[config.mk]
export PLATFORM = sky130hd
export DESIGN_NAME = spi_reg_bridge
export DESIGN_NICKNAME = d
export VERILOG_FILES = /design/src/rtl/fcart_reg_pkg.sv /design/src/rtl/spi_sync_edge.sv /design/src/rtl/spi_reg_bridge.sv
export SDC_FILE = /design/constraint.sdc
export NUM_CORES = 1
export LEC_CHECK = 0
export CORE_MARGIN = 2
export CORE_UTILIZATION = 25
export CTS_CLUSTER_DIAMETER = 30
export DETAILED_ROUTE_END_ITERATION = 6
export HOLD_SLACK_MARGIN = 0.15
export MAX_ROUTING_LAYER = met4
export SYNTH_ARGS = -nofsm -noshare
export SYNTH_HDL_FRONTEND = slang
export SYNTH_SLANG_ARGS = --single-unit
[constraint.sdc]
create_clock -name clk -period 3.4 [get_ports clk]
set_input_delay 0.34 -clock clk [delete_from_list [all_inputs] [get_ports clk]]
set_output_delay 0.34 -clock clk [all_outputs]
set_load 0.01 [all_outputs]
[src/rtl/fcart_reg_pkg.sv]
// Shared register-bridge definitions: register addresses, command layout
// and the SPI bridge state encoding.
package fcart_reg_pkg;

    localparam logic [3:0] REG_MAPPER   = 4'd0;
    localparam logic [3:0] REG_LAUNCHER = 4'd1;
    localparam int         CMD_READ_BIT = 7;
    localparam int         CNT_W        = 6;

    typedef enum logic [2:0] {
        IDLE,
        CMD,
        WDATA,
        RDATA,
        DONE
    } bridge_state_t;

    function automatic logic [CNT_W-1:0] sat_inc(input logic [CNT_W-1:0] c);
        return (&c) ? c : c + 1'b1;
    endfunction

endpackage

[src/rtl/spi_sync_edge.sv]
// Multi-stage synchronizer for one asynchronous SPI pin, with
// rise/fall detection on the synchronized value.
module spi_sync_edge #(
    parameter int   STAGES  = 2,
    parameter logic RST_VAL = 1'b0
) (
    input  logic clk,
    input  logic reset_n,
    input  logic d_i,
    output logic q_o,
    output logic rise_o,
    output logic fall_o
);

    logic [STAGES-1:0] sync_q;
    logic              prev_q;

    always_ff @(posedge clk) begin
        if (!reset_n) begin
            sync_q <= {STAGES{RST_VAL}};
            prev_q <= RST_VAL;
        end else begin
            sync_q <= {sync_q[STAGES-2:0], d_i};
            prev_q <= sync_q[STAGES-1];
        end
    end

    assign q_o    = sync_q[STAGES-1];
    assign rise_o = !prev_q && q_o;
    assign fall_o = prev_q && !q_o;

endmodule

[src/rtl/spi_reg_bridge.sv]
// SPI mode-0 slave that turns MCU write frames into a toggle-change
// register interface and answers read frames with a status snapshot.
module spi_reg_bridge
    import fcart_reg_pkg::*;
#(
    parameter int SYNC_STAGES = 2,
    parameter int WR_BITS     = 13,
    parameter int ADDR_BITS   = 4
) (
    input  logic                 clk,
    input  logic                 reset_n,
    input  logic                 spi_sck,
    input  logic                 spi_cs_n,
    input  logic                 spi_mosi,
    output logic                 spi_miso,
    output logic                 spi_miso_oe,
    output logic [WR_BITS-1:0]   wr_reg,
    output logic [ADDR_BITS-1:0] wr_reg_addr,
    output logic                 wr_reg_changed,
    input  logic [31:0]          status_reg,
    output logic                 frame_err
);

    logic sck_rise, sck_fall, sck_s;
    logic cs_s, cs_rise, cs_fall;
    logic mosi_s;

    spi_sync_edge #(.STAGES(SYNC_STAGES), .RST_VAL(1'b0)) u_sck (
        .clk(clk), .reset_n(reset_n), .d_i(spi_sck),
        .q_o(sck_s), .rise_o(sck_rise), .fall_o(sck_fall)
    );

    // Chain resets low so a cs_n held low through reset is never seen as a fresh fall.
    spi_sync_edge #(.STAGES(SYNC_STAGES), .RST_VAL(1'b0)) u_cs (
        .clk(clk), .reset_n(reset_n), .d_i(spi_cs_n),
        .q_o(cs_s), .rise_o(cs_rise), .fall_o(cs_fall)
    );

    spi_sync_edge #(.STAGES(SYNC_STAGES), .RST_VAL(1'b0)) u_mosi (
        .clk(clk), .reset_n(reset_n), .d_i(spi_mosi),
        .q_o(mosi_s), .rise_o(), .fall_o()
    );

    bridge_state_t        state_q, state_d;
    logic [CNT_W-1:0]     cnt_q, cnt_d;
    logic [6:0]           cmd_q, cmd_d;
    logic [7:0]           cmd_nx;
    logic [WR_BITS-1:0]   data_q, data_d;
    logic [31:0]          shift_q, shift_d;
    logic                 miso_q, miso_d;
    logic                 pend_q, pend_d;
    logic                 rd_q, rd_d;
    logic [WR_BITS-1:0]   wr_q, wr_d;
    logic [ADDR_BITS-1:0] addr_q, addr_d;
    logic                 chg_q, chg_d;
    logic                 err_q, err_d;
    logic                 sck_up, sck_dn;

    assign sck_up = sck_rise && !cs_s && sck_s;
    assign sck_dn = sck_fall && !cs_s;
    assign cmd_nx = {cmd_q, mosi_s};

    always_ff @(posedge clk) begin
        if (!reset_n) begin
            state_q <= IDLE;
            cnt_q   <= '0;
            cmd_q   <= '0;
            data_q  <= '0;
            shift_q <= '0;
            miso_q  <= 1'b0;
            pend_q  <= 1'b0;
            rd_q    <= 1'b0;
            wr_q    <= '0;
            addr_q  <= '0;
            chg_q   <= 1'b0;
            err_q   <= 1'b0;
        end else begin
            state_q <= state_d;
            cnt_q   <= cnt_d;
            cmd_q   <= cmd_d;
            data_q  <= data_d;
            shift_q <= shift_d;
            miso_q  <= miso_d;
            pend_q  <= pend_d;
            rd_q    <= rd_d;
            wr_q    <= wr_d;
            addr_q  <= addr_d;
            chg_q   <= chg_d;
            err_q   <= err_d;
        end
    end

    always_comb begin
        state_d = state_q;
        cnt_d   = cnt_q;
        cmd_d   = cmd_q;
        data_d  = data_q;
        shift_d = shift_q;
        miso_d  = miso_q;
        pend_d  = 1'b0;
        rd_d    = rd_q;
        wr_d    = wr_q;
        addr_d  = addr_q;
        chg_d   = chg_q;
        err_d   = 1'b0;

        // A completed data word commits even if cs_n rises right after it.
        if (pend_q) begin
            wr_d   = data_q;
            addr_d = cmd_q[ADDR_BITS-1:0];
            chg_d  = ~chg_q;
        end

        if (cs_rise) begin
            state_d = IDLE;
            miso_d  = 1'b0;
            err_d   = (cnt_q != '0) &&
                      ((state_q == CMD) || (state_q == WDATA && !pend_q));
        end else begin
            unique case (state_q)
                IDLE: begin
                    if (cs_fall) begin
                        state_d = CMD;
                        cnt_d   = '0;
                        rd_d    = 1'b0;
                        miso_d  = 1'b0;
                    end
                end
                CMD: begin
                    if (sck_up) begin
                        cmd_d = cmd_nx[6:0];
                        cnt_d = sat_inc(cnt_q);
                        if (cnt_q == 6'd7) begin
                            cnt_d = '0;
                            if (cmd_nx[CMD_READ_BIT]) begin
                                state_d = RDATA;
                                shift_d = status_reg;
                                rd_d    = 1'b1;
                            end else begin
                                state_d = WDATA;
                            end
                        end
                    end
                end
                WDATA: begin
                    if (pend_q) begin
                        state_d = DONE;
                    end else if (sck_up) begin
                        data_d = {data_q[WR_BITS-2:0], mosi_s};
                        cnt_d  = sat_inc(cnt_q);
                        pend_d = (cnt_q == 6'd15);
                    end
                end
                RDATA: begin
                    if (sck_dn) begin
                        miso_d  = shift_q[31];
                        shift_d = {shift_q[30:0], 1'b0};
                        cnt_d   = sat_inc(cnt_q);
                        if (cnt_q == 6'd32) state_d = DONE;
                    end
                end
                DONE: begin
                end
            endcase
        end
    end

    assign spi_miso       = miso_q;
    assign spi_miso_oe    = !cs_s &&
                            ((state_q == RDATA) || (state_q == DONE && rd_q));
    assign wr_reg         = wr_q;
    assign wr_reg_addr    = addr_q;
    assign wr_reg_changed = chg_q;
    assign frame_err      = err_q;

endmodule

* Yosys cells after proc, flatten, opt, wreduce, memory -nomap -nowiden *
Cells that the tools add are included.

cells by class
  reduce and logical (&&, ||, !) cells = 35
  multiplexer cells = 28
  add/sub/neg operators = 1
  bitwise operators = 6
  eq/ne operators = 16

operator list
  operator                                       number
  two-way mux 32 bit                             4
  case mux 32 bit (2 select lines)               1
  two-way mux 6 bit                              7
  case mux 6 bit (4 select lines)                1
  two-way mux 3 bit                              6
  AND reduction 6 bit                            3
  != test 2 bit, second input constant           8
  AND reduction 7 bit                            2
  case mux 3 bit (4 select lines)                1
  logical AND 1 bit                              11
  adder 6 x 1 -> 6 bit, second input constant    1
  == test 3 x 2 -> 1 bit, second input constant  2
  == test 6 x 3 -> 1 bit, second input constant  1
  == test 6 x 4 -> 1 bit, second input constant  1
  == test 6 bit, second input constant           1
  two-way mux 1 bit                              6
  inverter 1 bit                                 6
  AND reduction 3 bit                            2
  nonzero test 2 bit                             3
  nonzero test 6 bit                             1
  zero test 1 bit                                5
  OR reduction 5 bit                             1
  case mux 1 bit (2 select lines)                2
  AND reduction 4 bit                            1
  8 further kinds                                9

word-level totals
  output and inout port bits = 21
  input port bits = 37
  flip-flop bits (word level) = 91

* Logic depth before layout (Yosys ltp) *
  depth in word-level cells = 7
  mapped depth = 7
  mapped depth without buffers = 7

* Modules after synthesis *
A second synthesis with hierarchy kept.

unflattened totals
  cells, all modules = 413
  area total of the unflattened synthesis = 4,161.5 µm²

by module, submodules not included
  module          cells each  area an instance (µm²)  times used
  spi_reg_bridge  389         3,887.5                 1
  spi_sync_edge   8           91.3                    3

* Least setup slack after synthesis *
No wires, ideal clock.

  path type = reg2reg
  start = register u_cs.sync_q[1]
  end = register shift_q[23]
  setup time = 116 ps
  cell stages (with the launch flop) = 7
  path slack = 1,667 ps
  data required time = 3,284 ps
  path buffers = 1
  arrival = 1,617 ps
  path through = dfxtp_1 nor3b_1 nand3_1 a211oi_4 buf_4 nand3_1 o211a_1

between the ends
  cells in the longest elaborated chain, start to end = 5
  elaborated cells on any way between the ends = 9

ends and longest elaborated chain
  element                                 RTL line                                    text
  from (decl)                             spi_sync_edge.sv:15                         logic [STAGES-1:0] sync_q;
  from (signal assigned)                  spi_sync_edge.sv:20                         sync_q <= {STAGES{RST_VAL}};
  from (signal assigned)                  spi_sync_edge.sv:23                         sync_q <= {sync_q[STAGES-2:0], d_i};
  zero test 1 bit                         spi_reg_bridge.sv:59, spi_reg_bridge.sv:60
  logical AND 1 bit (2 in series)         spi_reg_bridge.sv:59                        assign sck_up = sck_rise && !cs_s && sck_s;
  != test 2 bit (no source line)          -
  AND reduction 6 bit (no source line) *  -
  to (signal assigned)                    spi_reg_bridge.sv:82                        shift_q <= shift_d;
  to (decl)                               spi_reg_bridge.sv:49                        logic [31:0] shift_q, shift_d;

Every way passes the cells marked *; elsewhere a longest branch is shown, timed or not.
A chain may end at the register's enable or synchronous reset.

* Worst setup path after layout *
  start = register state_q[0]
  end = output port spi_miso_oe

between the ends
  cells in the longest elaborated chain, start to end = 4
  elaborated cells on any way between the ends = 5

ends and longest elaborated chain
  element                 RTL line               text
  from (decl)             spi_reg_bridge.sv:44   bridge_state_t state_q, state_d;
  from (signal assigned)  spi_reg_bridge.sv:78   state_q <= state_d;
  == test 3 bit           spi_reg_bridge.sv:170  ((state_q == RDATA) || (state_q == DONE && rd_q));
  logical AND 1 bit       spi_reg_bridge.sv:170
  logical OR 1 bit *      spi_reg_bridge.sv:170
  logical AND 1 bit *     spi_reg_bridge.sv:169  assign spi_miso_oe = !cs_s &&
  to (decl)               spi_reg_bridge.sv:16   output logic spi_miso_oe,

Marked as above.

==> metrics.md <==
| Metric | Value |
|---|---|
| Outcome | complete, no violations |
| Area grow syn2layout | 25.1% |
| Gate Count Post-Synth | 433 |
| Worst Setup Path Type | register to primary output |
| Ys Warns | 0 |
| H-tree depth | 3 |
| Critical path launch point type | register |
| Final GP Congestion | 0.834 |
| Worst-path fanout max | 40 |
| Post-route ant nets | 0 |
| # nets final | 512 |
| Sw frac | 21.4% |
| FF+latch count, synth | 91 |
| Hold_buf cts | 0 |
| Global-route wire length before repair | 14.5 mm |
| XOR/XNOR Fraction of Synth Area | 0.221% |
| Largest net degree at the start of global routing | 65 |
| I/O pins | 58 |
| Initial Util | 25.8% |
| Total power | 2060 µW |
| Setup slack after placement | 1.01 ns |
| Fin cells | 689 |
| Post-Synth Simple-Gate Area | 25.4% |
| Vias per inst | 4.66 |
| Combinational family with the most area after synthesis | simple AND/OR/NAND/NOR gates |
| PwrDens | 417 nW/µm² |
| Syn_area_per_cell | 9.14 µm² |
| Max-slew headroom | 41.5% |
| RSZ-0062 raised after global routing | no |
| DRC | 0 |
| Clock buffer depth | 2 |
| Num CTS Buffers | 9 |
| Synth Net Count | 472 |
| Detailed Route WL | 8.62 mm |
| CP Buf/Inv Count | 2 |
| Filler Cell Count | 1598 |
| Vias in the first global route | 3117 |
| Min-delay worst type | register to register |
| Fmax | 409 MHz |
| First-pass detailed-route iteration total | 4 |
| Hold Violations, Final | 0 |
| Area contributors post-synth | dfxtp_1 46%, nand3_1 8.9%, o211a_1 8.1%, mux2i_1 7.6%, nand2_1 5.5% |
| Switching Power | 442 µW |
| Final setup viols | 0 |
| Clock skew | 0.00605 ns |
| PostCTS Resize Cnt | 0 |
| Root buffer cell | clkbuf_16 |
| Gr ovfl total | 0 |
| Biggest cell delay along the critical path | 0.59 ns |
| Post-DP HPWL | 5.75 mm |
| Initial antenna violation count | 0 |
| Worst skew pair latency | 0.35 ns |
| GRT Util Overall | 11.0% |
| Worst IR Drop VDD | 296 µV |
| Cell-by-cell trace of the critical path | buf_4 > nor2_1 > nand3_1 > a21oi_1 > clkdlybuf4s50_1 |
| Core Region | 15300 µm² |
| Seq/Total Area, Yosys | 46.0% |
| Adder-cell share of the synthesized area | 0.885% |
| CTS clk-pin slew, worst paths | 0.06 ns |
| Crit path capture type | primary output |
| Minimum clock period | 2.45 ns |
| FP Rows | 45 |
| Critical path required time | 3.06 ns |
| Synth Area in Compound Gates | 15.5% |
| Post-synthesis mux area share | 7.59% |
| Fraction of registers with async set/reset | 0% |
| Final worst slack | 0.954 ns |
| Max reg flops | 32 |
| Clock sinks | 91 |
| Die height | 130 µm |
| Final slew viol count | 0 |
| Max-cap viol count | 0 |
| Antenna cells | 0 |
| Post-Syn Area | 3960 µm² |
| Clk pwr share | 43.3% |
| Critical path arrival | 2.11 ns |
| Period utilization | 71.9% |
| Leak Pwr | 0.00210 µW |
| P_int | 1620 µW |
| Synth unique cells | 42 |
| Synth top area share | 46.0% |
| Primary FF master, synth | dfxtp_1 |
| CP top delay family | buffers and inverters |
| Port bufs | 57 |
| Chip width | 130 µm |
| Share of layout cells above drive strength 1 | 5.23% |
| Power share of the sequential group | 52.1% |
| Detailed-route via count | 3213 |
| Number of post-CTS setup repair buffers | 0 |
| CTS tree | yes |
| Setup_tns | 0 ns |
| DIE AREA | 16900 µm² |
| Number of synthesized flops with an enable pin | 0 |
| Cell taking the most area after synthesis | dfxtp_1 |
| Gate power share | 4.7% |
| CP max-delay cell | clkdlybuf4s50_1 |
| Worst-margin pin slew | 0.875 ns |
| Placed instance count | 673 |
| Drt wl/cell | 12.5 µm |
| Starting DRC count in detailed routing | 171 |
[through the flow]
stage | cell area, µm² | hold WS (ns) | util [%]
after floorplan | 3960 | 0.412 | -
after global routing | 4950 | 0.460 | 32.3
after detailed placement | 4690 | 0.425 | 30.6
final | 4950 | 0.437 | 32.3
after global placement | 4690 | 0.419 | 30.6
after CTS | 4950 | 0.440 | 32.3
[kinds of logic (layout without fill, tap and decap cells)]
| family | after synthesis | after routing |
|---|---|---|
| xor gates and xnor gates | 1 | 1 |
| AOI/OAI and AO/OA | 71 | 71 |
| and+or+nand+nor | 196 | 196 |
| DFF | 91 | 91 |
| buffers and inverters | 41 | 86 |
| muxes | 30 | 30 |
| adders and majority gates | 3 | 3 |
[area by class of cell]
type	count	area (µm²)	area share, %
multi-input cells	301	1960	39.7
clock inverters	4	27.5	0.556
repair buffers	63	611	12.3
well taps	211	264	5.33
clock buffers	12	236	4.78
flip-flops and latches	91	1820	36.8
inverters	7	26.3	0.531
[cells in the final DEF (no fill, tap or decap), types with 3 or more instances in the layout]
master	netlist	final
nand3_1	70	70
clkbuf_1	25	3
a21boi_0	7	7
a31oi_1	4	4
inv_1	7	7
nor3b_1	5	5
clkdlybuf4s50_1	0	56
a21oi_1	7	7
nor2_1	4	4
o22ai_1	4	4
buf_4	4	6
nand2b_1	3	3
mux2i_1	30	30
dfxtp_1	91	91
and2_1	10	10
nor2b_1	34	33
clkbuf_16	0	9
o211a_1	32	32
nand2_1	58	58
[power by group through the flow]
| stage | Combinational [µW] | Clock (µW) | Sequential (µW) |
|---|---|---|---|
| after floorplan | 45.3 | 0 | 1100 |
| after global placement | 97.1 | 0 | 1100 |
| after detailed placement | 97.3 | 0 | 1100 |
| after CTS | 97.7 | 923 | 1070 |
| after global routing | 106 | 967 | 1070 |
| final | 96.5 | 892 | 1070 |
[synth_stat cells, types with 3 or more instances]
cell       n
nand2b_1   3
inv_1      7
nor2_1     4
o22ai_1    4
nand3_1   70
mux2i_1   30
o211a_1   32
and2_1    10
dfxtp_1   91
buf_2      5
nor3b_1    5
clkbuf_1  25
nor2b_1   34
a21oi_1    7
a31oi_1    4
buf_4      4
a21boi_0   7
nand2_1   58
[final timing paths]
check / cells past startpoint / startpoint / endpoint / slack (ns)
worst min-delay path: 1 / u_sck.sync_q[0] / u_sck.sync_q[1] / 0.44
worst min register to register: 1 / u_sck.sync_q[0] / u_sck.sync_q[1] / 0.44
worst max-delay path: 5 / state_q[0] / spi_miso_oe / 0.95
worst max register to register: 6 / state_q[0] / cnt_q[0] / 1.02
[metal layers]
metal,wire length [µm],vias to the layer above,global-route usage (%)
li1,-,1612,-
met1,4100,1503,13.7
met2,3840,84,16.8
met3,529,14,3.28
met4,159,0,4.55
met5,0,-,-
Power figures use the tool's default switching activity.
==> RTL edit 1: new RTL, same settings <==
Change the parameter `ADDR_BITS` from 4 to 6.
--- a/src/rtl/spi_reg_bridge.sv
+++ b/src/rtl/spi_reg_bridge.sv
@@ -5,7 +5,7 @@
 #(
     parameter int SYNC_STAGES = 2,
     parameter int WR_BITS     = 13,
-    parameter int ADDR_BITS   = 4
+    parameter int ADDR_BITS   = 6
 ) (
     input  logic                 clk,
     input  logic                 reset_n,
Ports: changed (resized wr_reg_addr); port bits go from 58 to 60. The function was not compared with the original's and may differ.
==> RTL edit 1 against the unedited design <==
- area after synthesis grew 8.8%
- worst hold slack lost 3.2 ps
- setup slack lost 78 ps
- sequential cell count grew 2
- largest power group unchanged
- wire length grew 8.7%
- final cell count grew 3.5%
- critical path type is now register to register
- maximum frequency shrank 3.1%
- final area grew 7.3%
- total power grew 4.6%
- highest routed layer unchanged
- die area grew 8.5%
- global-route usage shrank 0.13 points
==> RTL edit 1: results (changes against the unedited design) <==
Finish
The fraction of layout cells with a size suffix above 1 is 0.132 (+0.0795). The buffering overhead was 0.125 (+0.00194). The final net count was 529 (+3.3%). The clock network contribution to total cell area is 0.0495 (-0.00388). The count of buffers not belonging to the clock network in the layout is 68 (+7.9%). The fraction of area in multi-input gates is 0.418 (+0.0214).

Global route
The pin count of the biggest net entering global routing is 42 (-35%).

Timing
The worst hold margin came to 434 ps (-3.20 ps). The slew at the pin closest to its max-slew limit is 827 ps (-48.0 ps).

Synth
The mux cell area share after synthesis was 0.0790 (+0.00317). The XOR/XNOR share of the synthesized area is 0.00203 (-0.000179). The sequential share of the synthesized area is 0.432 (-0.0279). The adder and majority gate portion of the synthesized area is 0.00843 (-0.000425). The distinct cell type count after synthesis is 47 (+12%). The synthesized net count is 486 (+3.0%). The total standard cell area after synthesis is 4310 um^2 (+8.8%).

Place
The instance count after placement with tap cells included came to 699 (+3.9%). The global placement routability congestion came to 0.801 (-3.9%).

Worst setup path
The top fanout value on the critical path is 21 (-48%). The worst reg2reg path endpoint is shift_q[13].

Min path
The worst hold path terminates at u_mosi.sync_q[1]. The worst hold path begins at u_mosi.sync_q[0].

CTS
The clock latency reported for the late side of the worst-skew pair came to 330 ps (-20 ps).

Outcome
The flow ran to the end, and the final reports show no timing, DRC or antenna violations.

Power
The peak supply drop is 0.260 mV (-12%). The total internal power is 1.66 mW (+2.4%).

Drt
The via total after detailed routing is 3337 (+3.9%).
## RTL edit 1: cell count changes after synthesis, moves of 3 or more
| cell | unedited run | this run |
|---|---|---|
| sky130_fd_sc_hd__a31oi_1 | 4 | 1 |
| sky130_fd_sc_hd__nand3_2 | 0 | 30 |
| sky130_fd_sc_hd__clkbuf_1 | 25 | 22 |
| sky130_fd_sc_hd__buf_6 | 0 | 7 |
| sky130_fd_sc_hd__nand2_1 | 58 | 53 |
| sky130_fd_sc_hd__nand3_1 | 70 | 47 |
| sky130_fd_sc_hd__a21oi_1 | 7 | 13 |
| sky130_fd_sc_hd__mux2i_1 | 30 | 34 |
## RTL edit 1: layer usage
layer	share of wire	routed length (um)	vias up	global-route usage
met3	0.044	413	8	0.0273
met4	0.014	127	0	0.0382
met2	0.48	4500	74	0.171
met5	0	0	-	-
met1	0.46	4330	1590	0.137
li1	-	-	1665	-
==> RTL edit 2: new RTL, same flow settings <==
Made on the original files. Add an input register stage for `spi_sck`, `spi_cs_n`, `spi_mosi` and `status_reg`; this delays them by one clock.
--- a/src/rtl/spi_reg_bridge.sv
+++ b/src/rtl/spi_reg_bridge.sv
@@ -21,23 +21,35 @@
     output logic                 frame_err
 );
 
+    logic spi_sck_q;
+    logic spi_cs_n_q;
+    logic spi_mosi_q;
+    logic [31:0] status_reg_q;
+
+    always_ff @(posedge clk) begin
+        spi_sck_q    <= spi_sck;
+        spi_cs_n_q   <= spi_cs_n;
+        spi_mosi_q   <= spi_mosi;
+        status_reg_q <= status_reg;
+    end
+
     logic sck_rise, sck_fall, sck_s;
     logic cs_s, cs_rise, cs_fall;
     logic mosi_s;
 
     spi_sync_edge #(.STAGES(SYNC_STAGES), .RST_VAL(1'b0)) u_sck (
-        .clk(clk), .reset_n(reset_n), .d_i(spi_sck),
+        .clk(clk), .reset_n(reset_n), .d_i(spi_sck_q),
         .q_o(sck_s), .rise_o(sck_rise), .fall_o(sck_fall)
     );
 
     // Chain resets low so a cs_n held low through reset is never seen as a fresh fall.
     spi_sync_edge #(.STAGES(SYNC_STAGES), .RST_VAL(1'b0)) u_cs (
-        .clk(clk), .reset_n(reset_n), .d_i(spi_cs_n),
+        .clk(clk), .reset_n(reset_n), .d_i(spi_cs_n_q),
         .q_o(cs_s), .rise_o(cs_rise), .fall_o(cs_fall)
     );
 
     spi_sync_edge #(.STAGES(SYNC_STAGES), .RST_VAL(1'b0)) u_mosi (
-        .clk(clk), .reset_n(reset_n), .d_i(spi_mosi),
+        .clk(clk), .reset_n(reset_n), .d_i(spi_mosi_q),
         .q_o(mosi_s), .rise_o(), .fall_o()
     );
 
@@ -134,7 +146,7 @@
                             cnt_d = '0;
                             if (cmd_nx[CMD_READ_BIT]) begin
                                 state_d = RDATA;
-                                shift_d = status_reg;
+                                shift_d = status_reg_q;
                                 rd_d    = 1'b1;
                             end else begin
                                 state_d = WDATA;
Function: changed (a bounded check fails within 10 cycles, from zero or initial values and one cycle with reset_n low).
==> RTL edit 2 against the unedited design <==
- critical path type unchanged
- setup slack got worse by 120 ps
- critical endpoint unchanged
- utilization rose by 0.49 points
- sequential power increased by 42%
- clock skew rose by 6.5 ps
- area after synthesis grew 19%
- final area up 23%
- total power up 72%
- clock power rose by 110%
- synthesized cell count did not move
- sequential cell count up 35
- first-iteration DRC count grew 2.3%
- global-route usage is 1.5 points lower
- wire length is 1.0% higher
==> RTL edit 2: results (changes against the unedited design) <==
Drt
The post-detailed-route wirelength per cell is 11.8 um (-5.3%). The via total after detailed routing is 3198 (-0.47%). The number of optimization iterations in the first detailed-route pass is 5 (+1).

The total wire length after detailed routing is 8.71 mm (+1.0%). The number of DRC markers in iteration 0 is 175 (+2.3%).

Place
The global placement routability congestion was 0.870 (+4.3%). The HPWL after detailed placement is 5.69 mm (-1.1%). The instance count after placement with tap cells included was 702 (+4.3%).

The post-place setup slack came to 1150 ps (+140 ps).

Worst setup path
The data arrival time of the worst path was 2220 ps (+110 ps). Tracing the worst setup path back leads to its startpoint at state_q[1]. The top fanout value on the critical path was 15 (-63%). The flop-to-flop setup slack is 1140 ps (+120 ps). The path depth of the worst reg2reg path is 7 (+1). The launching point of the worst reg2reg path is cnt_q[1].

CTS
The number of clock buffers inserted by TritonCTS is 17 (+8).

Finish
The fraction of layout cells with a size suffix above 1 is 0.0960 (+0.0437). The area of the multi-input gates is 2030 um^2 (+3.5%). The final net count is 526 (+2.7%). The count of fill cells added during filler insertion was 1852 (+16%).

Power
The peak supply drop is 0.347 mV (+17%). The total leakage power came to 2.80 nW (+33%).

Timing
The final clock period utilization by the worst path is 0.753 (+0.0340). The largest clock skew in the final design is 12.6 ps (+6.52 ps).

Outcome
The flow ran to the end, and the final reports show no timing, DRC or antenna violations.

Synth
By area the synthesized netlist is led by sky130_fd_sc_hd__dfxtp_1 (54%), sky130_fd_sc_hd__mux2i_1 (13%), sky130_fd_sc_hd__o211a_1 (6.6%). By count the netlist is led by sky130_fd_sc_hd__dfxtp_1 (126), sky130_fd_sc_hd__mux2i_1 (63), sky130_fd_sc_hd__nand2_1 (48). The area fraction in compound gates after synthesis is 0.128 (-0.0265). The distinct cell type count after synthesis is 48 (+14%). The mux cell area share after synthesis is 0.134 (+0.0585). The sequential share of the synthesized area is 0.537 (+0.0770). The adder and majority gate portion of the synthesized area is 0.00533 (-0.00352).

Global route
The wire length of the first global-routing pass came to 14.8 mm (+1.9%).
==> RTL edit 2: area by class of cell <==
type | count | share of cell area
antenna | 1 | 0.000411
timing repair buffer | 63 | 0.100
tap | 234 | 0.0480
sequential | 126 | 0.414
clock inverter | 13 | 0.0285
multi-input combinational | 274 | 0.333
clock buffer | 19 | 0.0727
inverter | 5 | 0.00308
==> RTL edit 2: metal layers <==
metal  vias up  GRT usage  wire, um
li1       1626          -         -
met1      1474      0.114      4230
met2        89      0.139      3860
met3         9     0.0469       540
met4         0     0.0379        70
met5         -          -         0
==> RTL edit 2: cell families after synthesis <==
family	after synthesis
AOI/OAI and AO/OA	67
DFF	126
adders and majority gates	2
muxes	63
and+or+nand+nor	141
buffers and inverters	33
xor gates and xnor gates	1
==> RTL edit 2: through the flow <==
step                      hold slack [ps]  cell area [um^2]  power, mW  utilization
after CTS                             343              6090       3.60        0.328
final                                 366              6100       3.54        0.328
after global routing                  337              6100       3.68        0.328
after detailed placement              421              5480       1.71        0.295
after global placement                422              5480       1.71        0.295
after floorplan                       368              4690       1.64            -
==> RTL edit 2: how the worst min path moves through the flow <==
stage                              start  slack, ps          endpoint
after floorplan                 spi_cs_n        370        spi_cs_n_q
after global placement         spi_sck_q        420   u_sck.sync_q[0]
after detailed placement       spi_sck_q        420   u_sck.sync_q[0]
after CTS                 status_reg[10]        340  status_reg_q[10]
after global routing      status_reg[10]        340  status_reg_q[10]
final                     status_reg[25]        370  status_reg_q[25]
==> RTL edit 2: power breakdown <==
group / internal [mW] / leakage [nW] / switching (mW)
clock network: 1.19 / 0.292 / 0.678
registers: 1.51 / 1.03 / 0.0161
logic: 0.0813 / 1.48 / 0.0725
==> RTL edit 2: worst max-delay path, cell delays in order (launching register included) <==
cell                              delay, ps
sky130_fd_sc_hd__dfxtp_1                450
sky130_fd_sc_hd__nor2_1                 410
sky130_fd_sc_hd__nand3_1                130
sky130_fd_sc_hd__a21oi_1                220
sky130_fd_sc_hd__clkdlybuf4s50_1        600
